--- config.mk ---
export PLATFORM = sky130hd
export DESIGN_NAME = computational_unit_param
export DESIGN_NICKNAME = d
export VERILOG_FILES = /design/src/rtl/computational_unit_param.sv
export SDC_FILE = /design/constraint.sdc
export NUM_CORES = 1
export LEC_CHECK = 0
export BUFFER_PORTS_ARGS = -buffer_cell sky130_fd_sc_hd__buf_2
export CAP_MARGIN = 0
export CORE_UTILIZATION = 31
export DETAILED_ROUTE_END_ITERATION = 6
export SYNTH_ARGS = -nofsm -noshare
export SYNTH_HDL_FRONTEND = slang
export SYNTH_SLANG_ARGS = --single-unit
export TNS_END_PERCENT = 10
--- constraint.sdc ---
create_clock -name clk -period 3 [get_ports clk]
set_input_delay 0.6 -clock clk [delete_from_list [all_inputs] [get_ports clk]]
set_output_delay 0.6 -clock clk [all_outputs]
set_load 0.02 [all_outputs]
--- src/rtl/computational_unit_param.sv ---
// computational_unit_param
// Parametrised computational unit for the course microprocessor datapath.
// It holds NUM_XY x and NUM_XY y operand registers, the r/m/i/o registers,
// a data-bus source mux and an ALU. The ALU has single-cycle arithmetic,
// logic and shift ops, plus an iterative shift-add multiplier with a
// busy/done handshake.
//
// Ports:
//   clk, reset_n             rising-edge clock, asynchronous active-low reset
//   i_pins, dm, pm_data      external pins, data-memory read data, immediate
//   src_sel, src_idx         data-bus source select and x/y index
//   x_en, y_en               one-hot-or-zero x/y register write enables
//   m_en, i_en, o_en, i_sel  m/i/o write enables; i_sel=1 loads i with i+m
//   x_sel, y_sel             ALU operand selects
//   alu_op, alu_go           ALU function and operation request
//   data_bus                 combinational bus value
//   x_flat, y_flat           x/y register contents, x[k] at [k*DATA_W +: DATA_W]
//   r, m, i, o_reg           registers
//   flag_z, flag_c, flag_n   result flags
//   busy, done               multiplier running / one-cycle result pulse
module computational_unit_param #(
  parameter int DATA_W = 4,
  parameter int NUM_XY = 2,
  parameter int IDX_W  = 1
) (
  input  logic                     clk,
  input  logic                     reset_n,
  input  logic [DATA_W-1:0]        i_pins,
  input  logic [DATA_W-1:0]        dm,
  input  logic [DATA_W-1:0]        pm_data,
  input  logic [3:0]               src_sel,
  input  logic [IDX_W-1:0]         src_idx,
  input  logic [NUM_XY-1:0]        x_en,
  input  logic [NUM_XY-1:0]        y_en,
  input  logic                     m_en,
  input  logic                     i_en,
  input  logic                     o_en,
  input  logic                     i_sel,
  input  logic [IDX_W-1:0]         x_sel,
  input  logic [IDX_W-1:0]         y_sel,
  input  logic [3:0]               alu_op,
  input  logic                     alu_go,
  output logic [DATA_W-1:0]        data_bus,
  output logic [NUM_XY*DATA_W-1:0] x_flat,
  output logic [NUM_XY*DATA_W-1:0] y_flat,
  output logic [DATA_W-1:0]        r,
  output logic [DATA_W-1:0]        m,
  output logic [DATA_W-1:0]        i,
  output logic [DATA_W-1:0]        o_reg,
  output logic                     flag_z,
  output logic                     flag_c,
  output logic                     flag_n,
  output logic                     busy,
  output logic                     done
);

  localparam int CNT_W = $clog2(DATA_W + 1);

  localparam logic [3:0] OP_NEG   = 4'd0;
  localparam logic [3:0] OP_SUB   = 4'd1;
  localparam logic [3:0] OP_ADD   = 4'd2;
  localparam logic [3:0] OP_MULHI = 4'd3;
  localparam logic [3:0] OP_MULLO = 4'd4;
  localparam logic [3:0] OP_XOR   = 4'd5;
  localparam logic [3:0] OP_AND   = 4'd6;
  localparam logic [3:0] OP_NOT   = 4'd7;
  localparam logic [3:0] OP_OR    = 4'd8;
  localparam logic [3:0] OP_SHL   = 4'd9;
  localparam logic [3:0] OP_SHR   = 4'd10;

  typedef enum logic {ST_IDLE, ST_RUN} state_t;

  state_t              state_reg, state_next;
  logic [DATA_W-1:0]   x_op, y_op;
  logic [DATA_W:0]     sum_ext, diff_ext;
  logic [DATA_W-1:0]   alu_res;
  logic                alu_c, op_single, op_mul;
  logic                single_fire, mul_accept, mul_last;

  // Multiplier: acc_reg holds the running upper half, mplier_reg shifts the
  // multiplier out at the bottom while product bits shift in at the top.
  logic [DATA_W-1:0]   mcand_reg, mplier_reg, acc_reg;
  logic                mul_hi_reg;
  logic [CNT_W-1:0]    count_reg;
  logic [DATA_W:0]     step_sum;
  logic [DATA_W-1:0]   acc_step, mplier_step, mul_res;

  // x/y operand register banks
  genvar gi;
  generate
    for (gi = 0; gi < NUM_XY; gi++) begin : g_xy
      logic [DATA_W-1:0] x_reg, y_reg;
      always_ff @(posedge clk or negedge reset_n) begin
        if (!reset_n) begin
          x_reg <= '0;
          y_reg <= '0;
        end else begin
          if (x_en[gi]) x_reg <= data_bus;
          if (y_en[gi]) y_reg <= data_bus;
        end
      end
      assign x_flat[gi*DATA_W +: DATA_W] = x_reg;
      assign y_flat[gi*DATA_W +: DATA_W] = y_reg;
    end
  endgenerate

  assign x_op = x_flat[int'(x_sel)*DATA_W +: DATA_W];
  assign y_op = y_flat[int'(y_sel)*DATA_W +: DATA_W];

  always_comb begin
    data_bus = '0;
    case (src_sel)
      4'd0:    data_bus = x_flat[int'(src_idx)*DATA_W +: DATA_W];
      4'd1:    data_bus = y_flat[int'(src_idx)*DATA_W +: DATA_W];
      4'd2:    data_bus = r;
      4'd3:    data_bus = m;
      4'd4:    data_bus = i;
      4'd5:    data_bus = dm;
      4'd6:    data_bus = pm_data;
      4'd7:    data_bus = i_pins;
      default: data_bus = '0;
    endcase
  end

  // m/i/o registers; i+m uses the pre-edge m even when m is also written
  always_ff @(posedge clk or negedge reset_n) begin
    if (!reset_n) begin
      m     <= '0;
      i     <= '0;
      o_reg <= '0;
    end else begin
      if (m_en) m <= data_bus;
      if (i_en) i <= i_sel ? (i + m) : data_bus;
      if (o_en) o_reg <= data_bus;
    end
  end

  // Single-cycle ALU
  assign sum_ext  = {1'b0, x_op} + {1'b0, y_op};
  assign diff_ext = {1'b0, x_op} - {1'b0, y_op};

  always_comb begin
    alu_res   = '0;
    alu_c     = 1'b0;
    op_single = 1'b1;
    op_mul    = 1'b0;
    case (alu_op)
      OP_NEG:   begin alu_res = -x_op; alu_c = |x_op; end
      OP_SUB:   begin alu_res = diff_ext[DATA_W-1:0]; alu_c = diff_ext[DATA_W]; end
      OP_ADD:   begin alu_res = sum_ext[DATA_W-1:0]; alu_c = sum_ext[DATA_W]; end
      OP_MULHI,
      OP_MULLO: begin op_single = 1'b0; op_mul = 1'b1; end
      OP_XOR:   alu_res = x_op ^ y_op;
      OP_AND:   alu_res = x_op & y_op;
      OP_NOT:   alu_res = ~x_op;
      OP_OR:    alu_res = x_op | y_op;
      OP_SHL:   begin alu_res = {x_op[DATA_W-2:0], 1'b0}; alu_c = x_op[DATA_W-1]; end
      OP_SHR:   begin alu_res = {1'b0, x_op[DATA_W-1:1]}; alu_c = x_op[0]; end
      default:  op_single = 1'b0;
    endcase
  end

  // One shift-add step
  assign step_sum    = {1'b0, acc_reg} + (mplier_reg[0] ? {1'b0, mcand_reg} : '0);
  assign acc_step    = step_sum[DATA_W:1];
  assign mplier_step = {step_sum[0], mplier_reg[DATA_W-1:1]};
  assign mul_res     = mul_hi_reg ? acc_step : mplier_step;

  // FSM: state register
  always_ff @(posedge clk or negedge reset_n) begin
    if (!reset_n) state_reg <= ST_IDLE;
    else          state_reg <= state_next;
  end

  // FSM: next state
  always_comb begin
    state_next = state_reg;
    case (state_reg)
      ST_IDLE: if (mul_accept) state_next = ST_RUN;
      ST_RUN:  if (mul_last)   state_next = ST_IDLE;
      default: state_next = ST_IDLE;
    endcase
  end

  // FSM: outputs. Requests are judged against the registered busy, so a
  // request during the final RUN cycle is dropped.
  always_comb begin
    busy        = (state_reg == ST_RUN);
    mul_accept  = (state_reg == ST_IDLE) && alu_go && op_mul;
    mul_last    = (state_reg == ST_RUN) && (count_reg == CNT_W'(1));
    single_fire = alu_go && !busy && op_single;
  end

  // Multiplier datapath, r and flags
  always_ff @(posedge clk or negedge reset_n) begin
    if (!reset_n) begin
      mcand_reg  <= '0;
      mplier_reg <= '0;
      acc_reg    <= '0;
      mul_hi_reg <= 1'b0;
      count_reg  <= '0;
      done       <= 1'b0;
      r          <= '0;
      flag_z     <= 1'b1;
      flag_c     <= 1'b0;
      flag_n     <= 1'b0;
    end else begin
      done <= mul_last;
      if (mul_accept) begin
        mcand_reg  <= x_op;
        mplier_reg <= y_op;
        acc_reg    <= '0;
        mul_hi_reg <= (alu_op == OP_MULHI);
        count_reg  <= CNT_W'(DATA_W);
      end else if (busy) begin
        acc_reg    <= acc_step;
        mplier_reg <= mplier_step;
        count_reg  <= count_reg - 1'b1;
      end
      if (single_fire) begin
        r      <= alu_res;
        flag_z <= (alu_res == '0);
        flag_n <= alu_res[DATA_W-1];
        flag_c <= alu_c;
      end else if (mul_last) begin
        r      <= mul_res;
        flag_z <= (mul_res == '0);
        flag_n <= mul_res[DATA_W-1];
        flag_c <= |acc_step;
      end
    end
  end

endmodule

After elaboration in Yosys (flattened, before gate mapping)
Index checks and enable logic that the tools add are counted.
Widths: inputs -> output; s select.
{ "op_classes": {"n_addsub": 6, "multipliers": 0, "div": 0, "magnitude_cmp": 0, "eq_ne": 18, "n_shift": 4, "n_mux": 25, "n_bitwise": 5, "n_reduce_logical": 16} }
{ "ops": {"columns": ["cell", "count"], "rows": [
  ["$mux 4", 9],
  ["$pmux 4 s9", 1],
  ["$eq 4x3->1 const B", 8],
  ["$pmux 4 s8", 1],
  ["$shiftx 8x4->4", 4],
  ["$eq 4x2->1 const B", 4],
  ["$logic_not 4->1", 4],
  ["$eq 4x4->1 const B", 3],
  ["$add 4x4->5", 2],
  ["$mux 1", 10],
  ["$reduce_or 9->1", 1],
  ["$eq 4x1->1 const B", 2],
  ["$reduce_or 4->1", 2],
  ["$mux 3", 2],
  ["$logic_and 1x1->1", 5],
  ["$pmux 1 s5", 1],
  ["$sub 4x4->5", 1],
  ["$add 4x4->4", 1],
  ["$and 4x4->4", 1],
  ["$neg 4->4", 1],
  ["$not 4->4", 1],
  ["$or 4x4->4", 1],
  ["$reduce_bool 2->1", 2],
  ["$xor 4x4->4", 1],
  ["6 further kinds", 6]
]} }
{ "word_totals": {"reg_bits": 53, "latch_bits": 0, "mem_bits_rw": 0, "romBits": 0, "output_inout_bits": 41, "elab_cells": 92, "mem_count": 0} }

Depth between registers and ports, before layout
Gate-level depths: netlist (run 1).
{ "logic_depth": {"ltp_word": 6, "mapped_depth": 11} }

Least setup slack after synthesis (run 1)
No wires, ideal clock.
{ "synth_path": {"path_kind": "input to register", "from": "input x_sel", "to": "register flag_c", "setup_time_ns": 0.110, "arrival_time_ns": 2.634, "path_slack_ns": 0.256, "path_stages": 11, "cell_sequence": "buf_2 -> mux2i_1 -> inv_1 -> ha_1 -> inv_1 -> fa_1 -> nor2b_1 -> o21ai_0 -> a2111oi_0 -> nor4_1 -> o41ai_1"} }
{ "synth_via": {"elab_chain_cells": 4} }
{ "synth_rtl": {"columns": ["element", "line_no", "source"], "rows": [
  ["from (decl)", "39", "input logic [IDX_W-1:0] x_sel,"],
  ["$shiftx 8x4->4 *", "107", "assign x_op = x_flat[int'(x_sel)*DATA_W +: DATA_W];"],
  ["named net x_op[0]", "74", "logic [DATA_W-1:0] x_op, y_op;"],
  ["$add 4x4->5 (tied with other cells)", "139", "assign sum_ext = {1'b0, x_op} + {1'b0, y_op};"],
  ["$pmux 1 s5 *", "147", "case (alu_op)"],
  ["$mux 1 *", "220", "if (single_fire) begin"],
  ["to (signal assigned)", "224", "flag_c <= alu_c;"],
  ["to (signal assigned)", "229", "flag_c <= |acc_step;"],
  ["to (decl)", "51", "output logic flag_c,"]
]} }
Mark *: on every way through the listed nets, which the timed path passes. The rest lies on a longest branch.
A chain may end at the register's enable or synchronous reset.

Final worst setup path (run 1)
{ "layout_path": {"from": "input src_sel[0]", "to": "output data_bus[1]"} }
{ "layout_via": {"elab_chain_cells": 2} }
{ "layout_rtl": {"columns": ["element", "line_no", "source"], "rows": [
  ["from (decl)", "31", "input logic [3:0] src_sel,"],
  ["$eq 4x3->1 (tied with other cells)", "112", "case (src_sel)"],
  ["$pmux 4 s8 *", "112", null],
  ["to (decl)", "43", "output logic [DATA_W-1:0] data_bus,"]
]} }
Every way passes the cells marked *; elsewhere a longest branch is shown, timed or not.

==> results.md, run 1 <==
- Final Max Slew Viols: 0
- DR iter-0 viols: 150
- Yosys warnings: 0
- Post-Syn Area: 3770 um2
- Ports: 75
- Final min period: between 2000 and 3000 ps
- Cell Rows: 39
- Max_cap viols: 0
- DR WL/cell: 17.20 um
- HPWL Detailed: slightly below 8000 um
- Final routed DRC violation total: 2
- Via density per instance: approximately 5.2
- Reg clk slew, reported paths: 70 ps
- Outcome: complete, but fails checks
- Hold Crit Class: in -> async
- Max VDD drop: 0.2768 mV
- DIE AREA: ~13000 um2
- Most frequently used flop master after synthesis: dfrtp_1
- Type of the worst setup path: in -> out
- Via count: just over 3000
- Final Cycle Share: 90.10%
- Post-CTS Setup Inserts: 0
- Total wire length: a little over 10000 um
- Count leader, synth: dfrtp_1
- Layout area overhead: 18.95%
- Core Footprint: ~12000 um2
- Clk sink count: 52
- Post-synth top area share: ~34%
- WP buf/inv: 3
- CP Launch Type: input pin
- Final #Nets: 507
- Crit-path max cell delay: ~450 ps
- Vias in the first global route: about 3000
- CTS max path bufs: 2
- CP max FO: 11
- Synth Area per Inst: about 10 um2
- Gpl congestion: about 0.86
- Grt ovf: 0
- Count of cell types in the netlist: 58
- Root Driver: clkbuf_16
- Pwr/cell area: between 600 and 700 nW/um2
- Pleak: approximately 2.2 nW
- Most common library cells after synthesis: dfrtp_1 (51), mux2_2 (35), nand2_1 (31)
- Seq/Total Area, Yosys: roughly a third
- Port-buffer cells: 74
- Worst-Margin Slew: 695.3 ps
- CP Cell Sequence: buf_2, buf_12, mux2_2, mux4_2, nor2b_1, buf_2
- Multi-input logic area: 2250 um2
- TritonCTS Buffers: 5
- Worst skew pair latency: 300 ps
- Cells after Synth: between 300 and 400
- GRT Total Usage: 16.49%
- Diode count: 0
- Most common cell on crit path: buf_2
- Layout cells sized above 1: about a third
- Detailed Routing Iterations Pass 1: 6
- Fmax: roughly 370 MHz
- CTS-repair resized insts: 0
- Failing checks: design-rule violations
- ANT nets after route: 0
- Post-synth EDFFs: 0
- Synth area leaders: dfrtp_1 (34%), mux2_2 (10%), ha_1 (7.3%)
- Net Count, Synth: about 430
- Crit path DAT: approximately 2100 ps
- RSZ-0062 raised after global routing: no
- First-pass GRT wire length: about 16000 um
- Starting Density: about a third
- FF+latch count, synth: 52
- Post-route design area: around 4500 um2
- Final setup fails: 0
- Critical path's top delay family: multiplexers
- Final hold vios: 0
- Critical Path RT: between 2000 and 2500 ps
- Max H-tree Level: 2
- Setup tns final: 0 ps
- Register area: 1303 um2
- Antenna violations before repair: 0
- Largest net degree at the start of global routing: 53
- CTS Hold Bufs: 0
- Post-synth ARST share: between 90% and 100%
- Die Width: between 100 and 150 um
- Slew headroom: 53.65%
- CP max-delay cell: mux4_2
- Worst setup skew after layout: about 5.3 ps
- TritonCTS clock tree: yes
- Die height: about 110 um
- Placed instance area: approximately 4300 um2
- Crit. End Element: output port
- FILL cells: about 1200
- Post-synth top area cell: dfrtp_1
report_power, final:
part	internal (mW)	total [mW]	switching, mW
Sequential	0.886	1.07	0.189
Combinational	0.548	1.24	0.691
Clock	0.392	0.659	0.266
per-layer routing:
layer	vias up	GRT usage [%]	routed length [um]
met5	-	0	0
met4	0	3.378	73
met3	9	3.294	403
met2	74	26.46	4763
met1	1519	23.11	4925
li1	1496	-	-
area by class of cell:
class | count | area share (%)
multi-input cells | 276 | 50.17
flip-flops and latches | 52 | 29.05
repair buffers | 90 | 11.22
well taps | 143 | 3.990
clock buffers | 5 | 2.790
inverters | 22 | 1.842
clock inverters | 3 | 0.9487
placed cells by master (no fill, tap or decap), types with 4 or more instances in the layout:
cell type	n
buf_2	74
nor3_1	5
nor4_1	4
nor2_1	22
fa_1	4
o21ai_0	18
a211o_1	4
and2_1	4
nand2_1	31
xor2_1	5
nand2b_1	8
buf_4	15
nand3_1	4
mux4_2	8
nor2b_1	10
ha_1	22
clkbuf_16	5
dfrtp_1	51
a21o_1	4
mux2i_1	18
mux2_2	35
a21oi_1	17
inv_1	22
worst reg2reg max path, cell delays in order (launching register included):
cell	delay, ps
dfrtp_1	460
mux2i_1	210
inv_1	120
ha_1	210
inv_1	70
fa_1	390
nor2b_1	110
o21ai_0	80
a2111oi_0	410
nor4_1	110
o41ai_1	330
path summary, 6_finish.rpt:
path                       slack [ps]             start                to  depth (start not counted)
setup / recovery                  300        src_sel[0]       data_bus[1]                          6
max in group asynchronous        2100           reset_n  g_xy[1].x_reg[2]                          2
setup reg to reg                  380  g_xy[1].x_reg[0]            flag_c                         10
hold reg to reg                   480      mcand_reg[1]      mcand_reg[1]                          2
hold / removal                    420           reset_n      mcand_reg[2]                          2
min in group clk                  480      mcand_reg[1]      mcand_reg[1]                          2
kinds of logic (layout without fill, tap and decap cells):
group | Yosys count | in the layout | share of synthesized area [%]
muxes | 62 | 62 | 20.38
DFF | 52 | 52 | 34.55
AOI/OAI and AO/OA | 76 | 76 | 13.87
adders and majority gates | 26 | 26 | 9.426
and+or+nand+nor | 105 | 105 | 14.37
xor gates and xnor gates | 7 | 7 | 1.626
buffers and inverters | 45 | 120 | 5.774
through the flow:
stage	utilization, %	setup slack (ps)	power, mW	hold slack, ps	cells
CTS	38.61	305.0	2.994	459.4	591
floorplan	-	255.8	1.904	304.4	373
global placement	37.17	134.8	2.303	462.5	583
finish	38.61	297.0	2.973	424.4	591
global route	38.61	211.8	3.166	499.4	591
detailed placement	37.17	91.15	2.331	469.0	583
Note: power is estimated with default switching activity, not from simulation.
==> run 2, diff against run 1 <==
--- a/config.mk
+++ b/config.mk
@@ -7,8 +7,12 @@
 export LEC_CHECK = 0
 export BUFFER_PORTS_ARGS = -buffer_cell sky130_fd_sc_hd__buf_2
 export CAP_MARGIN = 0
+export CELL_PAD_IN_SITES_DETAIL_PLACEMENT = 1
+export CELL_PAD_IN_SITES_GLOBAL_PLACEMENT = 1
 export CORE_UTILIZATION = 31
 export DETAILED_ROUTE_END_ITERATION = 6
+export HOLD_SLACK_MARGIN = 0.08
+export PLACE_DENSITY_LB_ADDON = 0.1
 export SYNTH_ARGS = -nofsm -noshare
 export SYNTH_HDL_FRONTEND = slang
 export SYNTH_SLANG_ARGS = --single-unit
==> run 2 against run 1 <==
Effect of this change: the flow still finishes with violations (design-rule violations); wire length increased by 11%; clock skew decreased by 0.82 ps; flip-flop and latch count stayed put; core utilization decreased by 0.30 points; combinational power hardly changed; via count increased by 0.16%; fmax fell by 1.4%.
==> results.md, run 2 (synthesis gave the netlist of run 1 again) <==
- Cells after DPL: 583 (unchanged)
- Final Util: 38.31% (was 38.61%)
- Layout cells sized above 1: 32.81% (was 33.04%)
- DR iter-0 viols: 114 (was 150)
- Total wire length: 11310 um (was 10170 um)
- Detailed Routing Iterations Pass 1: 6 (unchanged)
- Max VDD drop: 0.2691 mV (was 0.2768 mV)
- CTS Hold Bufs: 0 (unchanged)
- Final #Nets: 507 (unchanged)
- HPWL Detailed: 8824 um (was 7830 um)
- Gpl congestion: 0.7954 (was 0.8606)
- Worst path depth: 6 (unchanged)
- Worst skew pair latency: 300 ps (about the same)
- CTS-repair resized insts: 0 (unchanged)
- Max H-tree Level: 2 (unchanged)
- Post-route design area: 4449 um2 (was 4484 um2)
- Die Width: 112.3 um (unchanged)
- Pwr/cell area: 656.1 nW/um2 (was 662.9 nW/um2)
- Clk sink count: 52 (unchanged)
- Largest net degree at the start of global routing: 33 (was 53)
- Vias in the first global route: 3273 (was 3089)
- Reg clk slew, reported paths: 70 ps (about the same)
- Final hold slack: 374.4 ps (was 424.4 ps)
- Via density per instance: 5.250 (was 5.242)
- TritonCTS Buffers: 5 (unchanged)
- Port-buffer cells: 74 (unchanged)
- Final hold vios: 0 (unchanged)
- Placed instance area: 4304 um2 (was 4317 um2)
- Final Max Slew Viols: 0 (unchanged)
- Critical Path RT: 2400 ps (about the same)
- Layout area overhead: 18.02% (was 18.95%)
- Final Non-Filler Cells: 591 (unchanged)
- Worst setup skew after layout: 4.507 ps (was 5.330 ps)
- Slew headroom: 47.48% (was 53.65%)
- Critical path's top delay family: multiplexers (unchanged)
- Final Cycle Share: 91.36% (was 90.10%)
- Crit path DAT: 2140 ps (was 2100 ps)
- WP buf/inv: 3 (unchanged)
- Design Power: 2.919 mW (was 2.973 mW)
- CP Cell Sequence: buf_2, buf_4, mux2_2, mux4_2, nor2b_1, buf_2 (was buf_2, buf_12, mux2_2, mux4_2, nor2b_1, buf_2)
- Most common cell on crit path: buf_2 (unchanged)
- CP max-delay cell: mux4_2 (unchanged)
- Via count: 3103 (was 3098)
- Worst-Margin Slew: 787.8 ps (was 695.3 ps)
- CP Launch Type: input pin (unchanged)
- Antenna violations before repair: 0 (unchanged)
- Most frequent cells in the layout: buf_2 (74), dfrtp_1 (51), mux2_2 (35), nand2_1 (31) (unchanged)
- Worst Reg-to-Reg Cells: 10 (unchanged)
- Root Driver: clkbuf_16 (unchanged)
- CTS max path bufs: 2 (unchanged)
- Grt ovf: 0 (unchanged)
- Core Footprint: 11610 um2 (unchanged)
- Type of the worst setup path: in -> out (unchanged)
- Hold Crit Class: in -> async (unchanged)
- Die height: 112.3 um (unchanged)
- RSZ-0062 raised after global routing: no (unchanged)
- Starting Density: 32.46% (unchanged)
- Outcome: complete, but fails checks (unchanged)
- Failing checks: design-rule violations (unchanged)
- Diode count: 0 (unchanged)
- DR WL/cell: 19.14 um (was 17.20 um)
- ANT nets after route: 0 (unchanged)
- DIE AREA: 12610 um2 (unchanged)
- Crit. End Element: output port (unchanged)
- TritonCTS clock tree: yes (unchanged)
- Setup tns final: 0 ps (unchanged)
- Fin worst setup slack: 259.3 ps (was 297.0 ps)
- Pleak: 2.188 nW (was 2.204 nW)
- Ports: 75 (unchanged)
- Fmax: 364.9 MHz (was 370.0 MHz)
- Max_cap viols: 0 (unchanged)
- Final routed DRC violation total: 1 (was 2)
- CP max FO: 11 (unchanged)
- Leading cell type in the layout, fill and taps excluded: buf_2 (unchanged)
- Pre-CTS setup slack: 54.22 ps (was 91.15 ps)
- Crit-path max cell delay: 460 ps (was 450 ps)
- Cell Rows: 39 (unchanged)
- Final setup fails: 0 (unchanged)
- Post-CTS Setup Inserts: 0 (unchanged)
- GRT Total Usage: 18.61% (was 16.49%)
- First-pass GRT wire length: 18070 um (was 16460 um)
- Final min period: 2741 ps (was 2703 ps)
[run 2: changes by cell type in the layout (fill, tap and decap cells not counted), sizes merged]
cell    before  now
clkbuf       5    6
bufinv       1    0
[run 2: worst reg2reg max path, delay by kind of cell, from the launching register on]
family	cells	cell delay [ps]
buffers and inverters	2	190
and+or+nand+nor	2	230
muxes	1	210
AOI/OAI and AO/OA	3	880
DFF	1	480
adders and majority gates	2	590
[run 2: area by class of cell]
type                    instances  area (um2)
clock buffers                   6       128.9
clock inverters                 2       16.27
fillers                      1357        7164
inverters                      22       82.58
multi-input cells             276        2250
flip-flops and latches         52        1303
well taps                     143       178.9
repair buffers                 90       490.5
[run 2: routing by layer]
| layer | global-route usage (%) | vias up | routed length, um |
|---|---|---|---|
| met3 | 2.430 | 11 | 285 |
| met2 | 29.57 | 48 | 5227 |
| met1 | 26.82 | 1546 | 5661 |
| met4 | 4.533 | 0 | 136 |
| li1 | - | 1498 | - |
| met5 | 0 | - | 0 |
[run 2: power breakdown]
| group | internal (mW) | total (mW) | leakage, nW | switching, mW |
|---|---|---|---|---|
| combinational | 0.544 | 1.23 | 1.44 | 0.689 |
| clock | 0.312 | 0.592 | 0.0671 | 0.280 |
| sequential | 0.885 | 1.09 | 0.677 | 0.210 |
[run 2: path summary, 6_finish.rpt]
kind                                    end             start  slack [ps]
max in group asynchronous  g_xy[1].x_reg[0]           reset_n        1940
min in group clk               mcand_reg[1]      mcand_reg[1]         490
hold / removal                   acc_reg[1]           reset_n         370
hold reg to reg                mcand_reg[1]      mcand_reg[1]         490
setup reg to reg                     flag_c  g_xy[1].x_reg[0]         310
setup / recovery                data_bus[1]        src_sel[0]         260
==> run 3, diff against run 2 <==
--- a/config.mk
+++ b/config.mk
@@ -5,6 +5,7 @@
 export SDC_FILE = /design/constraint.sdc
 export NUM_CORES = 1
 export LEC_CHECK = 0
+export ABC_CLOCK_PERIOD_IN_PS = 3000
 export BUFFER_PORTS_ARGS = -buffer_cell sky130_fd_sc_hd__buf_2
 export CAP_MARGIN = 0
 export CELL_PAD_IN_SITES_DETAIL_PLACEMENT = 1
@@ -12,6 +13,7 @@
 export CORE_UTILIZATION = 31
 export DETAILED_ROUTE_END_ITERATION = 6
 export HOLD_SLACK_MARGIN = 0.08
+export MAX_ROUTING_LAYER = met4
 export PLACE_DENSITY_LB_ADDON = 0.1
 export SYNTH_ARGS = -nofsm -noshare
 export SYNTH_HDL_FRONTEND = slang
==> run 3 against run 2 <==
Effect of this change: the run still ends with design-rule violations left; count of clock-buffer cells in the layout unchanged; worst hold slack got worse by 11 ps; fmax down 0.14%; sequential power is essentially flat; critical endpoint unchanged; clock skew hardly changed; total power about the same; critical path depth stayed put; die area unchanged; combinational power about the same.
==> results.md, run 3 (synthesis gave the netlist of run 1 again) <==
- TritonCTS clock tree: yes (unchanged)
- Critical Path RT: 2400 ps (about the same)
- Critical path's top delay family: multiplexers (unchanged)
- CTS-repair resized insts: 0 (unchanged)
- Pleak: 2.188 nW (unchanged)
- Outcome: complete, but fails checks (unchanged)
- Root Driver: clkbuf_16 (unchanged)
- Fin worst setup slack: 255.4 ps (was 259.3 ps)
- Largest net degree at the start of global routing: 33 (unchanged)
- DIE AREA: 12610 um2 (unchanged)
- Pwr/cell area: 656.7 nW/um2 (was 656.1 nW/um2)
- Reg clk slew, reported paths: 70 ps (about the same)
- Final #Nets: 507 (unchanged)
- GRT Total Usage: 19.16% (was 18.61%)
- Most frequent cells in the layout: buf_2 (74), dfrtp_1 (51), mux2_2 (35), nand2_1 (31) (unchanged)
- Pre-CTS setup slack: 54.22 ps (unchanged)
- Multi-input logic area: 2250 um2 (unchanged)
- ANT nets after route: 0 (unchanged)
- Crit path DAT: 2140 ps (about the same)
- Total wire length: 11300 um (was 11310 um)
- Max_cap viols: 0 (unchanged)
- Slew headroom: 48.52% (was 47.48%)
- Post-route design area: 4449 um2 (unchanged)
- Via density per instance: 5.240 (was 5.250)
- Antenna violations before repair: 0 (unchanged)
- WP buf/inv: 3 (unchanged)
- Diode count: 0 (unchanged)
- HPWL Detailed: 8824 um (unchanged)
- Placed instance area: 4304 um2 (unchanged)
- Final routed DRC violation total: 1 (unchanged)
- Core Footprint: 11610 um2 (unchanged)
- First-pass GRT wire length: 18060 um (was 18070 um)
- Type of the worst setup path: in -> out (unchanged)
- Worst-Margin Slew: 772.1 ps (was 787.8 ps)
- Port-buffer cells: 74 (unchanged)
- CTS max path bufs: 2 (unchanged)
- Failing checks: design-rule violations (unchanged)
- Die Width: 112.3 um (unchanged)
- Fmax: 364.4 MHz (was 364.9 MHz)
- Most common cell on crit path: buf_2 (unchanged)
- Cell Rows: 39 (unchanged)
- Max VDD drop: 0.2692 mV (was 0.2691 mV)
- Vias in the first global route: 3272 (was 3273)
- Starting Density: 32.46% (unchanged)
- Leading cell type in the layout, fill and taps excluded: buf_2 (unchanged)
- Final setup fails: 0 (unchanged)
- Final min period: 2745 ps (was 2741 ps)
- CTS Hold Bufs: 0 (unchanged)
- FILL cells: 1357 (unchanged)
- CP Cell Sequence: buf_2, buf_4, mux2_2, mux4_2, nor2b_1, buf_2 (unchanged)
- Register area: 1303 um2 (unchanged)
- Crit-path max cell delay: 460 ps (about the same)
- Setup tns final: 0 ps (unchanged)
- CP max-delay cell: mux4_2 (unchanged)
- Post-CTS Setup Inserts: 0 (unchanged)
- Via count: 3097 (was 3103)
- Final hold vios: 0 (unchanged)
- Layout cells sized above 1: 32.81% (unchanged)
- Crit. End Element: output port (unchanged)
- Final Max Slew Viols: 0 (unchanged)
- Clk sink count: 52 (unchanged)
- Layout area overhead: 18.02% (unchanged)
- CP max FO: 11 (unchanged)
- Max H-tree Level: 2 (unchanged)
- Final hold slack: 363.0 ps (was 374.4 ps)
- Worst setup skew after layout: 4.675 ps (was 4.507 ps)
- Ports: 75 (unchanged)
- DR WL/cell: 19.11 um (was 19.14 um)
- Gpl congestion: 0.8067 (was 0.7954)
- Worst skew pair latency: 300 ps (about the same)
- RSZ-0062 raised after global routing: no (unchanged)
- TritonCTS Buffers: 5 (unchanged)
- Hold Crit Class: in -> async (unchanged)
- Die height: 112.3 um (unchanged)
- Final Util: 38.31% (unchanged)
- Final Cycle Share: 91.49% (was 91.36%)
- Grt ovf: 0 (unchanged)
- CP Launch Type: input pin (unchanged)
- DR iter-0 viols: 136 (was 114)
- Detailed Routing Iterations Pass 1: 6 (unchanged)
-- run 3: cell counts in the layout (fill, tap and decap cells not counted) --
No cell type changed its count.
-- run 3: path summary, 6_finish.rpt --
kind / startpoint / to / slack, ps / cells after the start
setup / recovery: src_sel[0] / data_bus[1] / 260 / 6
hold / removal: reset_n / acc_reg[1] / 360 / 1
setup reg to reg: g_xy[1].x_reg[0] / flag_c / 310 / 10
hold reg to reg: mcand_reg[1] / mcand_reg[1] / 490 / 2
max in group asynchronous: reset_n / g_xy[1].x_reg[0] / 1950 / 2
min in group clk: mcand_reg[1] / mcand_reg[1] / 490 / 2
-- run 3: through the flow --
| stage | std cells | power, mW |
|---|---|---|
| 5_1_grt | 591 | 3.122 |
| 4_1_cts | 591 | 2.964 |
| 3_5_place_dp | 583 | 2.358 |
| 6_report | 591 | 2.922 |
| 2_1_floorplan | 373 | 1.904 |
| 3_3_place_gp | 583 | 2.334 |
-- run 3: final cells by class --
| cell class | count | share of cell area, % |
|---|---|---|
| Clock buffer | 6 | 2.897 |
| Clock inverter | 2 | 0.3656 |
| Inverter | 22 | 1.856 |
| Multi-Input combinational cell | 276 | 50.56 |
| Sequential cell | 52 | 29.27 |
| Tap cell | 143 | 4.021 |
| Timing Repair Buffer | 90 | 11.02 |
-- run 3: metal layers --
metal	GRT usage (%)	up-vias	part of all wire (%)
met2	29.44	49	46
met1	26.92	1539	50
li1	-	1499	-
met4	4.533	0	1.2
met5	-	-	0
met3	2.376	10	2.3
-- run 3: report_power, final --
part | leakage (nW) | internal, mW | switching (mW)
Clock | 0.0671 | 0.312 | 0.281
Sequential | 0.677 | 0.885 | 0.210
Combinational | 1.44 | 0.544 | 0.690
